$ cat src/rtl/mem_access_stage.sv
// MEM pipeline stage: EX/MEM fields become a req/ack data-memory access, and the result is registered for WB.
// Optional build macro ALIGN_CHECK_EN: misaligned half/word accesses complete with no bus access and pulse align_err.
module mem_access_stage #(
  parameter int TIMEOUT_CYCLES = 16
) (
  input  logic        clk,
  input  logic        rst,
  input  logic        in_valid,
  input  logic [31:0] in_ir,
  input  logic [31:0] in_pc,
  input  logic [31:0] in_addr,
  input  logic [31:0] in_wdata,
  input  logic [4:0]  in_wbreg,
  input  logic        in_regwrite,
  input  logic        in_memtoreg,
  input  logic        in_memwrite,
  input  logic        in_unsigned,
  input  logic        in_byte,
  input  logic        in_half,
  output logic        stall,
  output logic        dmem_req,
  output logic        dmem_we,
  output logic [31:0] dmem_addr,
  output logic [3:0]  dmem_be,
  output logic [31:0] dmem_wdata,
  input  logic        dmem_ack,
  input  logic [31:0] dmem_rdata,
  output logic        wb_valid,
  output logic [31:0] wb_ir,
  output logic [31:0] wb_pc,
  output logic [31:0] wb_data,
  output logic [4:0]  wb_reg,
  output logic        wb_regwrite,
`ifdef ALIGN_CHECK_EN
  output logic        align_err,
`endif
  output logic        bus_err
);

  localparam int CW = $clog2(TIMEOUT_CYCLES + 1);

  typedef enum logic {IDLE, BUSY} state_e;

  typedef struct packed {
    logic [31:0] addr;
    logic [3:0]  be;
    logic [31:0] wdata;
    logic [31:0] ir;
    logic [31:0] pc;
    logic [4:0]  rd;
    logic        we;
    logic        regwrite;
    logic        uns;
    logic        sz_byte;
    logic        sz_half;
  } access_t;

  typedef struct packed {
    logic        valid;
    logic [31:0] ir;
    logic [31:0] pc;
    logic [31:0] data;
    logic [4:0]  rd;
    logic        regwrite;
  } wb_t;

  state_e        state_q, state_d;
  logic [CW-1:0] cnt_q, cnt_d;
  access_t       acc_q, acc_d;
  wb_t           wb_q, wb_d;
  logic          bus_err_q, bus_err_d;
  logic          align_err_q, align_err_d;
  logic          stall_c;

  logic        busy, mem_op, misaligned, timeout;
  logic [1:0]  a;
  logic [3:0]  be_c;
  logic [31:0] wdata_c;
  logic [31:0] rd_shift;
  logic [15:0] rd_half;
  logic [31:0] load_data;

  assign busy    = (state_q == BUSY);
  assign mem_op  = in_valid & (in_memtoreg | in_memwrite);
  assign a       = in_addr[1:0];
  assign timeout = busy & (cnt_q == CW'(TIMEOUT_CYCLES - 1));

`ifdef ALIGN_CHECK_EN
  assign misaligned = ~in_byte & (in_half ? a[0] : (a != 2'b00));
`else
  assign misaligned = 1'b0;
`endif

  // Byte wins over half when both are set; neither means word.
  always_comb begin
    if (in_byte) begin
      be_c    = 4'b0001 << a;
      wdata_c = {4{in_wdata[7:0]}};
    end else if (in_half) begin
      be_c    = a[1] ? 4'b1100 : 4'b0011;
      wdata_c = {2{in_wdata[15:0]}};
    end else begin
      be_c    = 4'b1111;
      wdata_c = in_wdata;
    end
  end

  assign rd_shift = dmem_rdata >> {acc_q.addr[1:0], 3'b000};
  assign rd_half  = acc_q.addr[1] ? dmem_rdata[31:16] : dmem_rdata[15:0];

  always_comb begin
    if (acc_q.sz_byte)
      load_data = {{24{~acc_q.uns & rd_shift[7]}}, rd_shift[7:0]};
    else if (acc_q.sz_half)
      load_data = {{16{~acc_q.uns & rd_half[15]}}, rd_half};
    else
      load_data = dmem_rdata;
  end

  // NOTE: every signal assigned here gets a default first, so no path leaves one unassigned and no latch is inferred.
  always_comb begin
    state_d     = state_q;
    cnt_d       = cnt_q;
    acc_d       = acc_q;
    wb_d        = '0;
    bus_err_d   = 1'b0;
    align_err_d = 1'b0;
    stall_c     = 1'b0;
    unique case (state_q)
      IDLE: begin
        if (mem_op && misaligned) begin
          wb_d.valid  = 1'b1;
          wb_d.ir     = in_ir;
          wb_d.pc     = in_pc;
          wb_d.rd     = in_wbreg;
          align_err_d = 1'b1;
        end else if (mem_op) begin
          stall_c = 1'b1;
          state_d = BUSY;
          cnt_d   = '0;
          acc_d   = '{addr: in_addr, be: be_c, wdata: wdata_c, ir: in_ir, pc: in_pc,
                      rd: in_wbreg, we: in_memwrite, regwrite: in_regwrite,
                      uns: in_unsigned, sz_byte: in_byte, sz_half: in_half};
        end else if (in_valid) begin
          wb_d = '{valid: 1'b1, ir: in_ir, pc: in_pc, data: in_addr,
                   rd: in_wbreg, regwrite: in_regwrite};
        end
      end
      BUSY: begin
        if (dmem_ack) begin
          state_d       = IDLE;
          wb_d.valid    = 1'b1;
          wb_d.ir       = acc_q.ir;
          wb_d.pc       = acc_q.pc;
          wb_d.rd       = acc_q.rd;
          wb_d.regwrite = acc_q.regwrite & ~acc_q.we;
          wb_d.data     = acc_q.we ? acc_q.addr : load_data;
        end else if (timeout) begin
          state_d    = IDLE;
          wb_d.valid = 1'b1;
          wb_d.ir    = acc_q.ir;
          wb_d.pc    = acc_q.pc;
          wb_d.rd    = acc_q.rd;
          bus_err_d  = 1'b1;
        end else begin
          stall_c = 1'b1;
          cnt_d   = cnt_q + CW'(1);
        end
      end
      default: state_d = IDLE;
    endcase
  end

  // NOTE: sequential state uses non-blocking assignments so all flops update together at the edge.
  always_ff @(posedge clk or posedge rst) begin
    if (rst) state_q <= IDLE;
    else     state_q <= state_d;
  end

  always_ff @(posedge clk or posedge rst) begin
    if (rst) begin
      cnt_q       <= '0;
      acc_q       <= '0;
      wb_q        <= '0;
      bus_err_q   <= 1'b0;
      align_err_q <= 1'b0;
    end else begin
      cnt_q       <= cnt_d;
      acc_q       <= acc_d;
      wb_q        <= wb_d;
      bus_err_q   <= bus_err_d;
      align_err_q <= align_err_d;
    end
  end

  // Stall is combinational from the inputs, so it is forced low while reset is held.
  assign stall      = stall_c & ~rst;
  assign dmem_req   = busy;
  assign dmem_we    = busy & acc_q.we;
  assign dmem_addr  = busy ? {acc_q.addr[31:2], 2'b00} : '0;
  assign dmem_be    = busy ? acc_q.be : '0;
  assign dmem_wdata = busy ? acc_q.wdata : '0;

  assign wb_valid    = wb_q.valid;
  assign wb_ir       = wb_q.ir;
  assign wb_pc       = wb_q.pc;
  assign wb_data     = wb_q.data;
  assign wb_reg      = wb_q.rd;
  assign wb_regwrite = wb_q.regwrite;
  assign bus_err     = bus_err_q;
`ifdef ALIGN_CHECK_EN
  assign align_err   = align_err_q;
`else
  logic unused_align;
  assign unused_align = align_err_q;
`endif

endmodule
$ cat config.mk
export PLATFORM = sky130hd
export DESIGN_NAME = mem_access_stage
export DESIGN_NICKNAME = d
export VERILOG_FILES = /design/src/rtl/mem_access_stage.sv
export SDC_FILE = /design/constraint.sdc
export NUM_CORES = 1
export LEC_CHECK = 0
export CORE_MARGIN = 10
export CORE_UTILIZATION = 42
export DETAILED_ROUTE_END_ITERATION = 12
export PLACE_DENSITY = 0.81
export SLEW_MARGIN = 20
export SYNTH_ARGS = -nofsm -noshare
export SYNTH_HDL_FRONTEND = slang
export SYNTH_SLANG_ARGS = --single-unit
export TNS_END_PERCENT = 5
$ cat constraint.sdc
create_clock -name clk -period 9.25 [get_ports clk]
set_input_delay 1.85 -clock clk [delete_from_list [all_inputs] [get_ports clk]]
set_output_delay 1.85 -clock clk [all_outputs]
set_load 0.01 [all_outputs]
==> results of run 1 <==
-- path summary, 6_finish.rpt --
kind	to	slack (ns)	cells after the start
worst max-delay path	stall	3.72	5
worst max register to register	acc_q[102]	5.89	6
max in group asynchronous	acc_q[119]	5.96	3
worst min register to register	acc_q[107]	0.47	2
min in group asynchronous	acc_q[62]	1.88	2
worst min-delay path	acc_q[107]	0.47	2
-- synth_stat cells, types with 3 or more instances --
| master | number | area (um2) |
|---|---|---|
| nand2_1 | 384 | 1440 |
| dfrtp_1 | 252 | 6310 |
| a22o_1 | 73 | 639 |
| and2_1 | 67 | 419 |
| buf_2 | 43 | 215 |
| mux2i_1 | 43 | 430 |
| o21ai_0 | 37 | 185 |
| clkbuf_1 | 23 | 86.3 |
| a222oi_1 | 15 | 150 |
| nor2_1 | 15 | 56.3 |
| a21oi_1 | 14 | 70.1 |
| a22oi_1 | 14 | 105 |
| mux2_2 | 9 | 101 |
| buf_4 | 8 | 60.1 |
| o211ai_1 | 7 | 52.6 |
| inv_1 | 6 | 22.5 |
| mux4_2 | 3 | 67.6 |
| nand2_2 | 3 | 18.8 |
| nor2b_1 | 3 | 18.8 |
-- per-stage QoR --
step | total power (uW) | setup slack (ns) | std cells
2_1_floorplan | 1780 | 0.472 | 1060
3_3_place_gp | 2130 | 3.77 | 1671
4_1_cts | 3310 | 3.72 | 1719
5_1_grt | 3440 | 3.57 | 1721
6_report | 3270 | 3.72 | 1721
3_5_place_dp | 2160 | 3.72 | 1671
-- area by class of cell --
cell class                      count  area, um2  area share, %
Clock inverter                      8        140          0.910
Multi-Input combinational cell    724       4140           26.9
Inverter                            6       30.0          0.195
Timing Repair Buffer              359       3570           23.2
Sequential cell                   252       6310           41.0
Clock buffer                       40        795           5.16
Antenna cell                        2       5.00         0.0325
Tap cell                          330        413           2.68
-- report_power, final --
part	switching [uW]	internal (uW)	leakage, uW
clock network	436	701	0.000462
logic	356	372	0.00358
registers	119	1290	0.00324
-- cells by family (layout without fill, tap and decap cells) --
| family | after synthesis | count (layout) | synth area share [%] |
|---|---|---|---|
| muxes | 58 | 58 | 6.12 |
| AOI/OAI and AO/OA | 171 | 171 | 12.1 |
| xor gates and xnor gates | 2 | 2 | 0.162 |
| and+or+nand+nor | 489 | 489 | 19.4 |
| buffers and inverters | 84 | 413 | 3.79 |
| other | 1 | 4 | 0.0346 |
| DFF | 252 | 252 | 58.2 |
| adders and majority gates | 2 | 2 | 0.231 |
-- worst register-to-register path: stages, from the launching register on --
cell and delay (ns):
dfrtp_2 0.34, buf_4 0.55, nor2b_1 0.25, o21ai_4 0.26, buf_4 0.64, buf_4 0.88
o21ai_0 0.29
-- per-layer routing --
layer / routed length (um) / global-route usage (%) / part of all wire [%]
met4: 1410 / 8.73 / 4.0
met1: 13800 / 24.9 / 39
met3: 2670 / 5.38 / 7.6
met2: 17100 / 34.1 / 49
met5: 18 / 0 / 0.051
-- placed cells by master, fill, tap and decap left out, types with 11 or more instances in the layout --
cell type and count:
clkbuf_16 27, nor2_1 15, a22oi_1 14, and2_1 67
o21ai_0 37, a22o_1 73, a222oi_1 15, dfrtp_1 251
nand2_1 384, mux2i_1 43, a21oi_1 14, buf_4 11
clkdlybuf4s50_1 347
==> results.sh, run 1 <==
export IMPL_status="finished, final reports clean"
export IMPL_path_class="primary input to output port"
export IMPL_synth_seq_area_share_pct=58.2
export IMPL_synthArstFlopShare_pct=100
export IMPL_syn_area_per_cell_um2=10.2
export IMPL_fin_nets=1547
export IMPL_ys_types=53
export IMPL_stdcell_area_mm2=0.0154
export IMPL_route_vias_total=9090
export IMPL_wirelength_um=35000
export IMPL_reg2reg_from="dmem_req"
export IMPL_cts_root_buf="clkbuf_16"
export IMPL_initial_core_util_pct=42.9
export IMPL_htreeDepth=1
export IMPL_grt_pass1_vias=9414
export IMPL_first_iter_violations=855
export IMPL_dpl_cell_area_mm2=0.0145
export IMPL_tritoncts="done"
export IMPL_portBuffers=347
export IMPL_cp_slowest_cell="clkdlybuf4s50_1"
export IMPL_gp_congestion=0.863
export IMPL_start_kind="primary input"
export IMPL_numCtsBuffers=27
export IMPL_dr_pass1_iters=7
export IMPL_synth_flop_cell="dfrtp_1"
export IMPL_syn_area_mm2=0.0108
export IMPL_cts_hold_buffers=0
export IMPL_core_area_mm2=0.0253
export IMPL_ys_seq_elements=252
export IMPL_drive_gt1_share_pct=6.05
export IMPL_clock_latency_ns=0.53
export IMPL_std_cell_rows=58
export IMPL_area_delta_synth_final_pct=42.1
export IMPL_antenna_found_initial=3
export IMPL_end_kind="output port"
export IMPL_grt_max_degree=103
export IMPL_drt_vias_per_instance=5.28
export IMPL_grt_pass1_wl_um=54400
export IMPL_ant_nets=0
export IMPL_registers_top_by_ff_count="acc_q"
export IMPL_max_stage_delay_ns=0.60
export IMPL_critical_path_arrival_ns=3.68
export IMPL_final_util_pct=61.0
export IMPL_synth_edf_count=0
export IMPL_setup_tns_ns=0
export IMPL_largest_register_ffs=142
export IMPL_crit_buf_inv=2
export IMPL_skew_ns=0.0126
export IMPL_hold_viol_final=0
export IMPL_fillers=2026
export IMPL_wl_per_cell_um=20.3
export IMPL_fin_crit_sh_pct=59.8
export IMPL_setup_viol=0
export IMPL_min_delay_start="acc_q[107]"
export IMPL_dieArea_mm2=0.0326
export IMPL_rsz0062_at_grt="false"
export IMPL_cts_resized_gates=0
export IMPL_period_needed_ns=5.53
export IMPL_maxSlewHeadroom_pct=40.7
export IMPL_p_per_area_mw_per_mm2=213
export IMPL_path_delay_family="buffers and inverters"
export IMPL_clkSinkCount=252
export IMPL_fmax_mhz=181
export IMPL_synthCells=1059
export IMPL_cts_buffer_depth=3
export IMPL_drv_slew=0
export IMPL_drc=0
export IMPL_dieWidth_um=181
export IMPL_worst_pin_slew_ns=0.890
export IMPL_grt_overflow=0
export IMPL_p_leak_uw=0.00729
export IMPL_vdd_drop_max_mv=0.123
export IMPL_track_usage_pct=20.6
export IMPL_required_ns=7.40
export IMPL_drv_cap=0
export IMPL_min_path_type="flip-flop to flip-flop"
export IMPL_post_cts_setup_buffer_count=0
export IMPL_clk_pin_slew_ns=0.06
export IMPL_ios=350
export IMPL_dp_hpwl_um=24300
export IMPL_die_h_um=181
export IMPL_cp_cell_sequence="clkdlybuf4s50_1 -> nor3b_4 -> nor2_1 -> nor2_1 -> clkdlybuf4s50_1"
export IMPL_timing_hold_ws_ns=0.472
export IMPL_crit_start="dmem_ack"
export IMPL_yosysWarnings=0
export IMPL_critPathMaxFanout=7
(Power assumes the default switching activity.)
==> run 2: changes to the inputs <==
CORE_UTILIZATION = 47   (was 42)
PLACE_DENSITY = 0.85   (was 0.81)
clock period = 5.4 ns   (was 9.25 ns; I/O delays follow)
==> results.sh, run 2 (synthesis gave the netlist of run 1 again) <==
export IMPL_layout_commonest_cell="nand2_1"
export IMPL_drt_vias_per_instance=5.42
export IMPL_track_usage_pct=22.5
export IMPL_p_per_area_mw_per_mm2=356
export IMPL_hold_viol_final=0
export IMPL_numCtsBuffers=27
export IMPL_cts_hold_buffers=0
export IMPL_status="finished, final reports clean"
export IMPL_ant_nets=0
export IMPL_vdd_drop_max_mv=0.241
export IMPL_reg2reg_from="dmem_req"
export IMPL_skew_ns=0.00822
export IMPL_fmax_mhz=251
export IMPL_clock_latency_ns=0.53
export IMPL_dieWidth_um=172
export IMPL_path_class="flip-flop to output port"
export IMPL_grt_pass1_vias=9485
export IMPL_crit_buf_inv=2
export IMPL_post_cts_setup_buffer_count=0
export IMPL_first_iter_violations=856
export IMPL_path_delay_family="buffers and inverters"
export IMPL_die_h_um=172
export IMPL_start_kind="flip-flop"
export IMPL_portBuffers=347
export IMPL_fin_nets=1549
export IMPL_drv_slew=0
export IMPL_std_cell_rows=55
export IMPL_fin_crit_sh_pct=73.9
export IMPL_critPathMaxFanout=47
export IMPL_maxSlewHeadroom_pct=31.5
export IMPL_numPlacedInstances=1628
export IMPL_crit_start="dmem_req"
export IMPL_instances_no_fill=1679
export IMPL_drive_gt1_share_pct=6.18
export IMPL_setup_tns_ns=0
export IMPL_end_kind="output port"
export IMPL_cp_cell_sequence="buf_4 -> nor3b_4 -> nor2_1 -> nor2_1 -> clkdlybuf4s50_1"
export IMPL_antenna_found_initial=3
export IMPL_pre_cts_ws_ns=1.41
export IMPL_grt_overflow=0
export IMPL_wl_per_cell_um=20.5
export IMPL_setup_ws_ns=1.41
export IMPL_final_util_pct=67.6
export IMPL_area_delta_synth_final_pct=41.3
export IMPL_r2r_end="wb_pc[11]"
export IMPL_p_leak_uw=0.00725
export IMPL_dr_pass1_iters=7
export IMPL_clk_pin_slew_ns=0.06
export IMPL_cts_buffer_depth=3
export IMPL_ios=350
export IMPL_setup_worst_path_end="stall"
export IMPL_cp_slowest_cell="dfrtp_2"
export IMPL_cp_depth=5
export IMPL_rsz0062_at_grt="false"
export IMPL_max_stage_delay_ns=0.66
export IMPL_min_path_type="flip-flop to flip-flop"
export IMPL_htreeDepth=1
export IMPL_fillers=1652
export IMPL_required_ns=4.32
export IMPL_wirelength_um=34400
export IMPL_path_common_cell="nor2_1"
export IMPL_worst_r2r_path_depth=4
export IMPL_clkSinkCount=252
export IMPL_route_vias_total=9093
export IMPL_core_area_mm2=0.0226
export IMPL_tritoncts="done"
export IMPL_grt_pass1_wl_um=53000
export IMPL_dieArea_mm2=0.0295
export IMPL_largest_register_ffs=142
export IMPL_period_needed_ns=3.99
export IMPL_cts_resized_gates=0
export IMPL_drc=0
export IMPL_worst_pin_slew_ns=1.03
export IMPL_r2r_setup_slack_ns=2.63
export IMPL_dp_hpwl_um=23800
export IMPL_cts_root_buf="clkbuf_16"
export IMPL_initial_core_util_pct=47.8
export IMPL_setup_viol=0
export IMPL_gp_congestion=0.833
export IMPL_critical_path_arrival_ns=2.91
export IMPL_layout_common_cells="nand2_1 (384), clkdlybuf4s50_1 (347), dfrtp_1 (251)"
export IMPL_drv_cap=0
export IMPL_grt_max_degree=139
export IMPL_registers_top_by_ff_count="acc_q"
-- run 2: per-layer routing --
layer	global-route usage (%)	wire (um)	vias to the layer above
met3	6.10	3050	76
li1	-	-	4178
met2	38.9	17200	393
met5	0	0	-
met4	8.85	1290	0
met1	26.1	12800	4446
-- run 2: layout make-up --
| class | count | area, um2 | share of cell area [%] |
|---|---|---|---|
| Timing Repair Buffer | 361 | 3620 | 23.6 |
| Tap cell | 285 | 357 | 2.33 |
| Clock buffer | 36 | 749 | 4.90 |
| Inverter | 6 | 26.3 | 0.172 |
| Clock inverter | 12 | 105 | 0.687 |
| Antenna cell | 3 | 7.51 | 0.0490 |
| Sequential cell | 252 | 6310 | 41.2 |
| Multi-Input combinational cell | 724 | 4140 | 27.0 |
-- run 2: worst reg2reg max path, delay by kind of cell (launching register included) --
family	cells	cell delay, ns
compound gates	2	1.05
buf+inv	2	1.00
flops	1	0.66
-- run 2: power breakdown --
part / switching (uW) / total [uW] / internal, uW
sequential: 212 / 2420 / 2210
combinational: 602 / 1240 / 641
clock: 761 / 1780 / 1020
total: 1580 / 5450 / 3880
-- run 2: stage by stage --
step | hold WS, ns | cell area (um2) | power, uW
after floorplan | 0.438 | 10800 | 3040
after global placement | 0.452 | 14400 | 3640
after CTS | 0.470 | 15300 | 5490
final | 0.469 | 15300 | 5450
after detailed placement | 0.454 | 14400 | 3700
after global routing | 0.481 | 15300 | 5720
-- run 2: worst min-delay path by stage --
stage	cells past startpoint	slack, ns	start	endpoint
6_report	2	0.47	acc_q[81]	acc_q[81]
5_1_grt	2	0.48	acc_q[15]	acc_q[15]
4_1_cts	2	0.47	acc_q[81]	acc_q[81]
3_5_place_dp	2	0.45	acc_q[81]	acc_q[81]
3_3_place_gp	2	0.45	acc_q[97]	acc_q[97]
2_1_floorplan	2	0.44	acc_q[74]	acc_q[74]
==> run 3: changes to the inputs <==
clock period = 4 ns   (was 5.4 ns; I/O delays follow)
==> results.sh, run 3 (synthesis gave the netlist of run 1 again) <==
export IMPL_status="finished, final reports clean"
export IMPL_swShare_pct=28.3
export IMPL_setup_worst_path_end="stall"
export IMPL_drt_vias_per_instance=5.48
export IMPL_dr_pass1_iters=6
export IMPL_fmax_mhz=286
export IMPL_p_leak_uw=0.00736
export IMPL_vdd_drop_max_mv=0.293
export IMPL_dieArea_mm2=0.0295
export IMPL_clockPowerShare_pct=34.4
export IMPL_grt_pass1_vias=9560
export IMPL_core_area_mm2=0.0226
export IMPL_route_met2_wl_um=17300
export IMPL_regArea_mm2=0.00631
export IMPL_maxSlewHeadroom_pct=33.9
export IMPL_wirelength_um=35000
export IMPL_min_path_type="flip-flop to flip-flop"
export IMPL_hold_viol_final=0
export IMPL_p_per_area_mw_per_mm2=489
export IMPL_ant_nets=0
export IMPL_fillers=1652
export IMPL_path_class="flip-flop to output port"
export IMPL_grt_max_degree=103
export IMPL_fin_nets=1557
export IMPL_clk_pin_slew_ns=0.06
export IMPL_dp_hpwl_um=24500
export IMPL_fin_crit_sh_pct=87.3
export IMPL_cts_buffer_depth=3
export IMPL_portBuffers=347
export IMPL_clkSinkCount=252
export IMPL_skew_ns=0.0128
export IMPL_setup_tns_ns=0
export IMPL_drv_slew=0
export IMPL_dieWidth_um=172
export IMPL_drive_gt1_share_pct=6.86
export IMPL_drv_cap=0
export IMPL_area_delta_synth_final_pct=42.9
export IMPL_wl_per_cell_um=20.8
export IMPL_die_h_um=172
export IMPL_end_kind="output port"
export IMPL_antenna_found_initial=4
export IMPL_grt_pass1_wl_um=54100
export IMPL_period_needed_ns=3.49
export IMPL_r2r_end="acc_q[37]"
export IMPL_clock_latency_ns=0.52
export IMPL_layout_common_cells="nand2_1 (384), clkdlybuf4s50_1 (347), dfrtp_1 (251)"
export IMPL_p_int_uw=5430
export IMPL_max_stage_delay_ns=0.55
export IMPL_p_sw_uw=2140
export IMPL_critPathMaxFanout=6
export IMPL_registers_top_by_ff_count="acc_q"
export IMPL_std_cell_rows=55
export IMPL_drc=0
export IMPL_r2r_setup_slack_ns=1.42
export IMPL_rsz0062_at_grt="false"
export IMPL_cp_depth=7
export IMPL_ios=350
export IMPL_pre_cts_ws_ns=0.584
export IMPL_combPwrFrac_pct=22.4
export IMPL_met3RoutedLength_um=3100
export IMPL_numCtsBuffers=27
export IMPL_multi_input_area_mm2=0.00414
export IMPL_gp_congestion=0.847
export IMPL_setup_viol=0
export IMPL_min_delay_start="acc_q[79]"
export IMPL_cp_cell_sequence="ha_1 -> and3_1 -> ha_1 -> nor3b_4 -> nor2_1 -> nor2_1 -> clkdlybuf4s50_1"
export IMPL_cts_root_buf="clkbuf_16"
export IMPL_first_iter_violations=930
export IMPL_htreeDepth=1
export IMPL_wl_met1_um=13000
export IMPL_cp_slowest_cell="clkdlybuf4s50_1"
export IMPL_reg2reg_from="dmem_req"
export IMPL_hold_depth=2
export IMPL_tritoncts="done"
export IMPL_pwr_share_seq_pct=43.3
export IMPL_worst_pin_slew_ns=0.989
export IMPL_layout_commonest_cell="nand2_1"
export IMPL_initial_core_util_pct=47.8
export IMPL_largest_register_ffs=142
export IMPL_final_util_pct=68.4
export IMPL_crit_start="cnt_q[0]"
export IMPL_route_vias_total=9241
export IMPL_start_kind="flip-flop"
export IMPL_post_cts_setup_buffer_count=0
export IMPL_path_delay_family="simple AND/OR/NAND/NOR gates"
export IMPL_cts_hold_buffers=0
export IMPL_setup_ws_ns=0.508
export IMPL_critical_path_arrival_ns=2.69
export IMPL_required_ns=3.20
export IMPL_top_layer="met5"
export IMPL_crit_buf_inv=1
export IMPL_grt_overflow=0
export IMPL_worst_r2r_path_depth=6
export IMPL_cts_resized_gates=0
export IMPL_track_usage_pct=23.1
## run 3: changes by cell type in the layout (fill, tap and decap cells not counted), sizes merged
| cell | before | now |
|---|---|---|
| buf | 14 | 22 |
| clkinvlp | 6 | 2 |
| bufinv | 1 | 4 |
| clkinv | 5 | 8 |
| clkbuf | 36 | 34 |
## run 3: routing by layer
metal	GRT usage, %	vias to the layer above
met5	0	-
met4	10.4	2
met3	6.44	107
met2	39.0	454
met1	26.9	4484
li1	-	4194
## run 3: worst min-delay path by stage
stage	to	slack, ns
6_report	acc_q[79]	0.47
5_1_grt	acc_q[8]	0.49
4_1_cts	acc_q[79]	0.47
3_5_place_dp	acc_q[79]	0.46
3_3_place_gp	acc_q[80]	0.45
2_1_floorplan	acc_q[74]	0.44
## run 3: worst min-delay path: stages, from the launching register on
cell,delay [ns]
dfrtp_1,0.34
nand2_1,0.05
nand2_1,0.05
## run 3: area by class of cell
| cell class | count | share of cell area (%) |
|---|---|---|
| Antenna cell | 3 | 0.0485 |
| Clock buffer | 34 | 4.79 |
| Clock inverter | 14 | 1.20 |
| Inverter | 6 | 0.170 |
| Multi-Input combinational cell | 724 | 26.7 |
| Sequential cell | 252 | 40.7 |
| Tap cell | 285 | 2.30 |
| Timing Repair Buffer | 369 | 24.0 |
## run 3: through the flow
stage	instance area, um2	hold slack, ns	std cells	total power [uW]
after global placement	14500	0.452	1636	4940
after CTS	15500	0.475	1684	7630
after detailed placement	14500	0.459	1636	5010
after global routing	15500	0.493	1686	7930
after floorplan	10800	0.438	1060	4110
final	15500	0.468	1687	7580
## run 3: power by group through the flow
| stage | Sequential (uW) | Clock (uW) | Combinational [uW] |
|---|---|---|---|
| finish | 3280 | 2600 | 1700 |
| global route | 3330 | 2750 | 1850 |
| CTS | 3270 | 2650 | 1710 |
| detailed placement | 3310 | 0 | 1700 |
| global placement | 3290 | 0 | 1650 |
| floorplan | 3250 | 0 | 853 |
